$ cat src/rtl/spram2flash.sv
// spram2flash: copies SPRAM words 0 .. SIZE/2-1 into SPI flash.
// For each 4 KB sector it erases, polls, then writes 16 pages
// (write-enable, page-program, poll). Mode-0 SPI, 2 clk per bit.
module spram2flash #(
   parameter logic [23:0] SPI_SAVE_OFFSET = 24'h0A0000,
   parameter logic [23:0] SPI_SAVE_SIZE   = 24'h002000
) (
   input  logic        clk,
   input  logic        reset_n,
   input  logic        start,
   output logic        busy,
   output logic        save_done,
   output logic [15:0] spram_addr,
   output logic        spram_cs,
   output logic        spram_we,
   input  logic [15:0] spram_d_read,
   output logic        spi_ss,
   output logic        spi_so,
   input  logic        spi_si,
   output logic        spi_sck
);

   typedef enum logic [2:0] {
      S_IDLE, S_WREN, S_ERASE, S_POLL, S_PROGRAM, S_GAP, S_DONE
   } state_t;

   localparam logic [11:0] LAST_SECTOR = 12'((SPI_SAVE_SIZE >> 12) - 24'd1);
   localparam logic [11:0] WREN_LAST   = 12'd7;
   localparam logic [11:0] HDR_LAST    = 12'd31;
   localparam logic [11:0] PROG_LAST   = 12'd2079;
   localparam logic [11:0] POLL_END    = 12'd15;
   localparam logic [11:0] POLL_WRAP   = 12'd8;
   localparam logic [2:0]  GAP_LAST    = 3'd4;

   state_t      state_q, state_d;
   state_t      ret_q, ret_d;          // frame state entered when GAP ends
   logic        frame_on_q, frame_on_d; // SS low, bits in flight
   logic        phase_q, phase_d;       // 0: SCK low half, 1: SCK high half
   logic        ss_q, ss_d;
   logic        sck_q, sck_d;
   logic        so_q, so_d;
   logic [30:0] tx_q, tx_d;             // header bits still to send
   logic [11:0] bit_cnt_q, bit_cnt_d;   // index of the bit on the wire
   logic [15:0] wsr_q, wsr_d;           // data word being shifted out
   logic [15:0] word_buf_q, word_buf_d; // prefetched SPRAM word
   logic        cs_q, cs_d;
   logic        cs_dly_q, cs_dly_d;     // read data arrives when this is high
   logic [15:0] spram_addr_q, spram_addr_d;
   logic [15:0] rd_addr_q, rd_addr_d;   // next SPRAM word to fetch
   logic [11:0] sector_q, sector_d;
   logic [3:0]  page_q, page_d;
   logic        erase_phase_q, erase_phase_d; // current WREN/POLL belongs to an erase
   logic        busy_q, busy_d;
   logic        done_q, done_d;
   logic [2:0]  gap_cnt_q, gap_cnt_d;

   logic [23:0] sector_addr;
   logic [23:0] page_addr;
   logic [31:0] header;
   logic        frame_last;
   logic [10:0] data_idx;
   logic [15:0] word_swapped;

   // Frame header, flash addresses and end-of-frame detection for the current state
   always_comb begin
      sector_addr  = SPI_SAVE_OFFSET + {sector_q, 12'h000};
      page_addr    = sector_addr + {12'h000, page_q, 8'h00};
      data_idx     = 11'(bit_cnt_q - HDR_LAST);
      // low byte goes out first, matching the loader's packing
      word_swapped = {word_buf_q[7:0], word_buf_q[15:8]};
      case (state_q)
         S_ERASE:   header = {8'h20, sector_addr};
         S_PROGRAM: header = {8'h02, page_addr};
         S_POLL:    header = {8'h05, 24'h000000};
         default:   header = {8'h06, 24'h000000};
      endcase
      case (state_q)
         S_WREN:    frame_last = (bit_cnt_q == WREN_LAST);
         S_ERASE:   frame_last = (bit_cnt_q == HDR_LAST);
         S_PROGRAM: frame_last = (bit_cnt_q == PROG_LAST);
         // bit_cnt 15 is status bit0 (WIP); stop on the first idle byte
         S_POLL:    frame_last = (bit_cnt_q == POLL_END) && !spi_si;
         default:   frame_last = 1'b0;
      endcase
   end

   // Next-state logic: sequencing, SPI bit engine and SPRAM prefetch
   always_comb begin
      state_d       = state_q;
      ret_d         = ret_q;
      frame_on_d    = frame_on_q;
      phase_d       = phase_q;
      ss_d          = ss_q;
      sck_d         = sck_q;
      so_d          = so_q;
      tx_d          = tx_q;
      bit_cnt_d     = bit_cnt_q;
      wsr_d         = wsr_q;
      word_buf_d    = word_buf_q;
      cs_d          = 1'b0;
      cs_dly_d      = cs_q;
      spram_addr_d  = spram_addr_q;
      rd_addr_d     = rd_addr_q;
      sector_d      = sector_q;
      page_d        = page_q;
      erase_phase_d = erase_phase_q;
      busy_d        = busy_q;
      done_d        = done_q;
      gap_cnt_d     = gap_cnt_q;

      if (cs_dly_q) begin
         word_buf_d = spram_d_read;
      end

      case (state_q)
         S_IDLE: begin
            ss_d  = 1'b1;
            sck_d = 1'b0;
            if (start) begin
               busy_d        = 1'b1;
               done_d        = 1'b0;
               sector_d      = 12'd0;
               page_d        = 4'd0;
               rd_addr_d     = 16'd0;
               erase_phase_d = 1'b1;
               frame_on_d    = 1'b0;
               state_d       = S_WREN;
            end
         end

         S_WREN, S_ERASE, S_POLL, S_PROGRAM: begin
            if (!frame_on_q) begin
               // open the frame: SS falls together with the first data bit
               frame_on_d = 1'b1;
               ss_d       = 1'b0;
               sck_d      = 1'b0;
               phase_d    = 1'b0;
               bit_cnt_d  = 12'd0;
               so_d       = header[31];
               tx_d       = header[30:0];
               if (state_q == S_PROGRAM) begin
                  // first word of the page, needed after the 32 header bits
                  cs_d         = 1'b1;
                  spram_addr_d = rd_addr_q;
                  rd_addr_d    = rd_addr_q + 16'd1;
               end
            end else if (!phase_q) begin
               sck_d   = 1'b1;
               phase_d = 1'b1;
            end else begin
               sck_d   = 1'b0;
               phase_d = 1'b0;
               if (frame_last) begin
                  frame_on_d = 1'b0;
                  gap_cnt_d  = 3'd0;
                  state_d    = S_GAP;
                  case (state_q)
                     S_WREN:  ret_d = erase_phase_q ? S_ERASE : S_PROGRAM;
                     S_POLL: begin
                        ret_d = S_WREN;
                        if (erase_phase_q) begin
                           erase_phase_d = 1'b0;
                        end else if (page_q == 4'hF) begin
                           if (sector_q == LAST_SECTOR) begin
                              state_d = S_DONE;
                           end else begin
                              sector_d      = sector_q + 12'd1;
                              page_d        = 4'd0;
                              erase_phase_d = 1'b1;
                           end
                        end else begin
                           page_d = page_q + 4'd1;
                        end
                     end
                     default: ret_d = S_POLL;
                  endcase
               end else begin
                  // status bytes repeat on bit indices 8..15
                  bit_cnt_d = (state_q == S_POLL && bit_cnt_q == POLL_END) ?
                              POLL_WRAP : bit_cnt_q + 12'd1;
                  if (state_q == S_PROGRAM && bit_cnt_q >= HDR_LAST) begin
                     if (data_idx[3:0] == 4'd0) begin
                        so_d  = word_swapped[15];
                        wsr_d = {word_swapped[14:0], 1'b0};
                        // prefetch the following word unless this is the page's last
                        if (data_idx[10:4] != 7'h7F) begin
                           cs_d         = 1'b1;
                           spram_addr_d = rd_addr_q;
                           rd_addr_d    = rd_addr_q + 16'd1;
                        end
                     end else begin
                        so_d  = wsr_q[15];
                        wsr_d = {wsr_q[14:0], 1'b0};
                     end
                  end else begin
                     so_d = tx_q[30];
                     tx_d = {tx_q[29:0], 1'b0};
                  end
               end
            end
         end

         S_GAP: begin
            ss_d      = 1'b1;
            sck_d     = 1'b0;
            so_d      = 1'b0;
            gap_cnt_d = gap_cnt_q + 3'd1;
            if (gap_cnt_q == GAP_LAST) begin
               state_d = ret_q;
            end
         end

         S_DONE: begin
            ss_d    = 1'b1;
            sck_d   = 1'b0;
            so_d    = 1'b0;
            busy_d  = 1'b0;
            done_d  = 1'b1;
            state_d = S_IDLE;
         end

         default: state_d = S_IDLE;
      endcase
   end

   // State register; reset parks the SPI bus idle and abandons any save
   always_ff @(posedge clk or negedge reset_n) begin
      if (!reset_n) begin
         state_q       <= S_IDLE;
         ret_q         <= S_WREN;
         frame_on_q    <= 1'b0;
         phase_q       <= 1'b0;
         ss_q          <= 1'b1;
         sck_q         <= 1'b0;
         so_q          <= 1'b0;
         tx_q          <= '0;
         bit_cnt_q     <= '0;
         wsr_q         <= '0;
         word_buf_q    <= '0;
         cs_q          <= 1'b0;
         cs_dly_q      <= 1'b0;
         spram_addr_q  <= '0;
         rd_addr_q     <= '0;
         sector_q      <= '0;
         page_q        <= '0;
         erase_phase_q <= 1'b0;
         busy_q        <= 1'b0;
         done_q        <= 1'b0;
         gap_cnt_q     <= '0;
      end else begin
         state_q       <= state_d;
         ret_q         <= ret_d;
         frame_on_q    <= frame_on_d;
         phase_q       <= phase_d;
         ss_q          <= ss_d;
         sck_q         <= sck_d;
         so_q          <= so_d;
         tx_q          <= tx_d;
         bit_cnt_q     <= bit_cnt_d;
         wsr_q         <= wsr_d;
         word_buf_q    <= word_buf_d;
         cs_q          <= cs_d;
         cs_dly_q      <= cs_dly_d;
         spram_addr_q  <= spram_addr_d;
         rd_addr_q     <= rd_addr_d;
         sector_q      <= sector_d;
         page_q        <= page_d;
         erase_phase_q <= erase_phase_d;
         busy_q        <= busy_d;
         done_q        <= done_d;
         gap_cnt_q     <= gap_cnt_d;
      end
   end

   assign busy       = busy_q;
   assign save_done  = done_q;
   assign spram_addr = spram_addr_q;
   assign spram_cs   = cs_q;
   assign spram_we   = 1'b0;
   assign spi_ss     = ss_q;
   assign spi_sck    = sck_q;
   assign spi_so     = so_q;

endmodule

$ cat config.mk
export PLATFORM = sky130hd
export DESIGN_NAME = spram2flash
export DESIGN_NICKNAME = d
export VERILOG_FILES = /design/src/rtl/spram2flash.sv
export SDC_FILE = /design/constraint.sdc
export NUM_CORES = 1
export LEC_CHECK = 0
export ABC_AREA = 0
export BUFFER_PORTS_ARGS = -buffer_cell sky130_fd_sc_hd__clkbuf_2
export CORE_MARGIN = 5
export CORE_UTILIZATION = 50
export CTS_CLUSTER_DIAMETER = 100
export CTS_CLUSTER_SIZE = 10
export DETAILED_ROUTE_END_ITERATION = 10
export HOLD_SLACK_MARGIN = 0.03
export PLACE_DENSITY_LB_ADDON = 0.15
export SETUP_SLACK_MARGIN = 0.4
export SYNTH_ARGS = -nofsm -noshare
export SYNTH_HDL_FRONTEND = slang
export SYNTH_SLANG_ARGS = --single-unit
$ cat constraint.sdc
create_clock -name clk -period 2.7 [get_ports clk]
set_input_delay 0.405 -clock clk [delete_from_list [all_inputs] [get_ports clk]]
set_output_delay 0.405 -clock clk [all_outputs]
set_load 0.01 [all_outputs]
-- After elaboration in Yosys (flattened, before gate mapping)
Cells that the tools add are included.
W data, S select, Z words.
- reduce and logical (&&, ||, !) cells: 30
- mux-type cells: 96
- bitwise gates (word level): 1
- equal/unequal tests: 37
- $lt $le $gt $ge: 1
- add/subtract/negate cells: 8
- operators by type and width (cell ; count):
    $mux W16 ; 16
    $mux W12 ; 12
    $mux W31 ; 4
    $pmux W30 S3 ; 1
    $mux W4 ; 8
    $pmux W16 S2 ; 1
    $mux W1 ; 28
    $mux W3 ; 9
    $add A12 B1 Y12 const B ; 2
    $add A20 B24 Y24 const A ; 1
    $add A24 B12 Y24 ; 1
    $ne A2 B2 Y1 const B ; 12
    $pmux W12 S2 ; 1
    $ne A3 B3 Y1 const B ; 7
    $add A16 B1 Y16 const B ; 1
    $reduce_and A8 Y1 ; 2
    $pmux W1 S2 ; 7
    $eq A12 B1 Y1 const B ; 1
    $eq A12 B12 Y1 const B ; 1
    $eq A12 B3 Y1 const B ; 1
    $eq A12 B4 Y1 const B ; 1
    $eq A12 B5 Y1 const B ; 1
    $eq A3 B3 Y1 const B ; 4
    $ge A12 B5 Y1 const B ; 1
    other kinds (29) ; 50
- output and inout bits: 23
- register bits: 142
- input bits: 20
- word-level logic and storage cells: 194

-- Depth between registers and ports, before layout
- depth in word-level cells: 9
- depth in mapped cells: 9
- mapped depth without buffers: 8

-- Least setup slack after synthesis
OpenSTA, ideal clock, no wires.
- path kind: register to register
- start point: reg bit_cnt_q[0]
- end point: reg spram_addr_q[10] (netlist: spram_addr[10])
- stages on the path, launching flop included: 9
- period minus slack after synthesis: 2.604 ns
- setup slack: 0.096 ns
- arrival time: 2.479 ns
- required time: 2.575 ns
- cells stage by stage: dfrtp_1 -> ha_1 -> nand4_2 -> or4_1 -> o221ai_2 -> nor3_1 -> a41oi_4 -> buf_4 -> mux2_2
- longest elaborated chain between the ends: 5
- RTL lines (element ; RTL line ; RTL):
    from (decl) ; 43 ; logic [11:0] bit_cnt_q, bit_cnt_d;
    from (signal assigned) ; 259 ; bit_cnt_q <= bit_cnt_d;
    parallel branches: the longest is 4 deep, another holds $sub A11 B5 Y11 ; -- ;
    $reduce_and A7 Y1 (no source line) (*) ; -- ;
    to (signal assigned) ; 264 ; spram_addr_q <= spram_addr_d;
    to (decl) ; 48 ; logic [15:0] spram_addr_q, spram_addr_d;
Mark *: on every way between the ends.
A chain may end at the register's enable or synchronous reset.

-- Final worst setup path
- start point: reg state_q[2]
- end point: reg erase_phase_q
- longest elaborated chain between the ends: 4
- RTL lines (element ; RTL line ; RTL):
    from (decl) ; 35 ; state_t state_q, state_d;
    from (signal assigned) ; 251 ; state_q <= state_d;
    $eq A3 B2 Y1, or another cell as far along ; 77, 115, 157 ;
    $pmux W1 S4 / $reduce_or A4 Y1 (equally long branches) ; 77, 115 ;
    $ne A2 B2 Y1 (no source line) / $reduce_bool A2 Y1 (equally long branches) ; -- ;
    $reduce_and A6 Y1 (no source line) ; -- ;
    to (signal assigned) ; 268 ; erase_phase_q <= erase_phase_d;
    to (decl) ; 52 ; logic erase_phase_q, erase_phase_d;
Several ways; a longest one is shown, not always the timed one.

==> run metrics <==
first-pass GRT wire length=29700 µm; Reg area=3340 µm²; Initial Utilization=50.5%; synthesis-to-layout area growth=36.4%; Final #Nets=831; DR vias=~6000; vias in the first global route=5938; sequential area share after synthesis=48.1%; drt via density=6.01; most common cell after layout, fill and taps aside=dfrtp_1; max incr delay on CP=540 ps; crit start category=flip-flop; Least-Margin Pin Slew=approximately 730 ps; endpoints failing hold=0; Place WS=-71.5 ps; Die ar.=16300 µm²; Setup Viol. Count Final=0; P per Cell Area=940 nW/µm²; most frequent cells in the layout=dfrtp_1 (127), nand2_1 (67), buf_4 (57); Max transition margin=approximately half; Pwr Total=8.89 mW; layout cells sized above 1=approximately 40%; post-layout min period=2620 ps; Final Skew=9.17 ps; DRT iter0 DRCs=441; ys flop type=dfrtp_1; H-Tree Depth=4; Critical Path Sink Type=flip-flop; Setup TNS=0 ps; Slowest-stage cell, CP=or4b_4; Critical Path RT=roughly 3000 ps; Die H=128 µm; Netlist cell types=72; die width=128 µm; Yosys top cell area share=47.3%; number of synthesized flops with an enable pin=0; row count=43; Tcrit/Tclk final=96.9%; delay-heaviest family, CP=simple AND/OR/NAND/NOR gates; CP arrival=2910 ps; Cell Area, Synth=6930 µm²; ys async rst share=100%; CTS tree=yes; io pins=between 40 and 50; Fmax=0.382 GHz; Root Buffer=clkbuf_16; Fillers=978; crit-path max FO=6; Setup CP Type=reg2reg; status=finished clean; clock slew at reported path FFs=60 ps; final hold slack=between 200 and 250 ps; largest cells by area after synthesis=dfrtp_1 (47%), mux2_2 (8.4%), nand2_1 (4.7%); HPWL Detailed=10500 µm; crit path cell chain=or4b_4 > o22a_1 > buf_6 > o221ai_4 > buf_6 > buf_6 > nand2_1 > o21ai_1 > nand2_1; Worst VDD drop=0.574 mV; core area=13700 µm²; Syn Area/Cell=10.1 µm²; Clock Tree Buf Depth=2; RSZ-0062 raised after global routing=yes; drt drc=0; largest net degree at the start of global routing=64; gate count after technology mapping=685; Routed WL=18600 µm; total clock sinks=133; Antenna diodes=0; most used cell along the critical path=buf_6; multi-input gate area in the final layout=3990 µm²; maxcap violations=0; Pre-antenna DRT Iters=5; worst path bufs/invs=3; WL/cell=18.7 µm; initial antenna violation count=0; total gr overflow=0; setup ws final=about 84 ps; Hold WC Path Type=in2reg; clk_lat worst skew=430 ps; leading area contributor after synthesis=dfrtp_1; IO Port Bufs=41; GRT Util Overall=22.8%; YS warnings=0; gpl congestion=0.861; Post-Syn Nets=just over 700; LEAKAGE=between 4 and 5 nW; #FFs+latches synth=~130; Final ANT Viol Nets=0; total clock buffers created by CTS=17; Slew Limit Fails=0
-- flip-flops by register name, summed over array words and instances (netlist names), 3 cells and up --
name        flops
bit_cnt_q      12
gap_cnt_q       3
page_q          4
rd_addr_q      16
ret_q           3
sector_q       12
spram_addr     16
state_q         3
tx_q           23
word_buf_q     16
wsr_q          15
-- cell usage after synthesis (all sizes together), types with 5 or more instances --
cell    count
inv        17
and3        8
mux2i      30
buf        13
or4         9
nand4       9
a31oi       5
a21oi      31
o211ai      6
nand3      21
and2        6
clkbuf     32
a21boi      6
o31ai      14
nand2      87
nor2       32
o21ai      59
dfrtp     131
nor3        5
ha          8
mux2       52
a22o       12
nand2b     17
xor2        6
-- power breakdown --
group          switching, mW  leakage, nW  internal (mW)  total [mW]
sequential             0.475         1.75           2.53        3.01
clock                  0.913        0.264           1.28        2.20
combinational           1.94         2.11           1.75        3.69
-- timing repair --
item                                    4_1_cts  5_1_grt
endpoints found under the setup margin       93      110
cloned                                        7        4
hold buffers                                  1        0
hold endpoints to repair                     61        0
buffers inserted                             38        8
pin swaps                                    27       39
gates resized for setup                      82      120
-- layout make-up --
| cell class | count | area share (%) |
|---|---|---|
| clock buffer | 20 | 4.62 |
| clock inverter | 12 | 1.28 |
| inverter | 18 | 0.741 |
| multi-input combinational | 491 | 42.2 |
| sequential | 133 | 35.3 |
| tap | 180 | 2.38 |
| timing repair buffer | 142 | 13.5 |
-- worst paths after layout --
path                                   from              to  slack, ps  cells past startpoint
max                              state_q[2]   erase_phase_q         80                      9
min                        spram_d_read[15]  word_buf_q[15]        200                      2
max reg2reg                      state_q[2]   erase_phase_q         80                      9
min reg2reg                        spram_cs        cs_dly_q        390                      0
max in group asynchronous           reset_n          spi_ss       1370                      3
min in group asynchronous           reset_n        tx_q[16]        510                      2
-- through the flow --
step	utilization, %	cells	instance area (µm²)
floorplan	-	685	7000
global placement	55.3	906	7590
detailed placement	55.3	906	7590
CTS	65.0	984	8910
global route	68.9	996	9450
finish	68.9	996	9450
-- layer usage --
metal  part of all wire (%)  GRT usage, %
met1                     42          30.4
met2                     50          36.0
met3                    5.8          5.92
met4                    2.4          8.61
met5                      0             0
-- kinds of logic after synthesis --
group / after synthesis / synth area share (%)
muxes: 82 / 12.8
and+or+nand+nor: 222 / 16.3
other: 1 / 0.0541
buffers and inverters: 63 / 3.97
AOI/OAI and AO/OA: 167 / 16.2
DFF: 133 / 48.1
xor gates and xnor gates: 9 / 1.14
adders and majority gates: 8 / 1.44
Note: power is estimated with default switching activity, not from simulation.
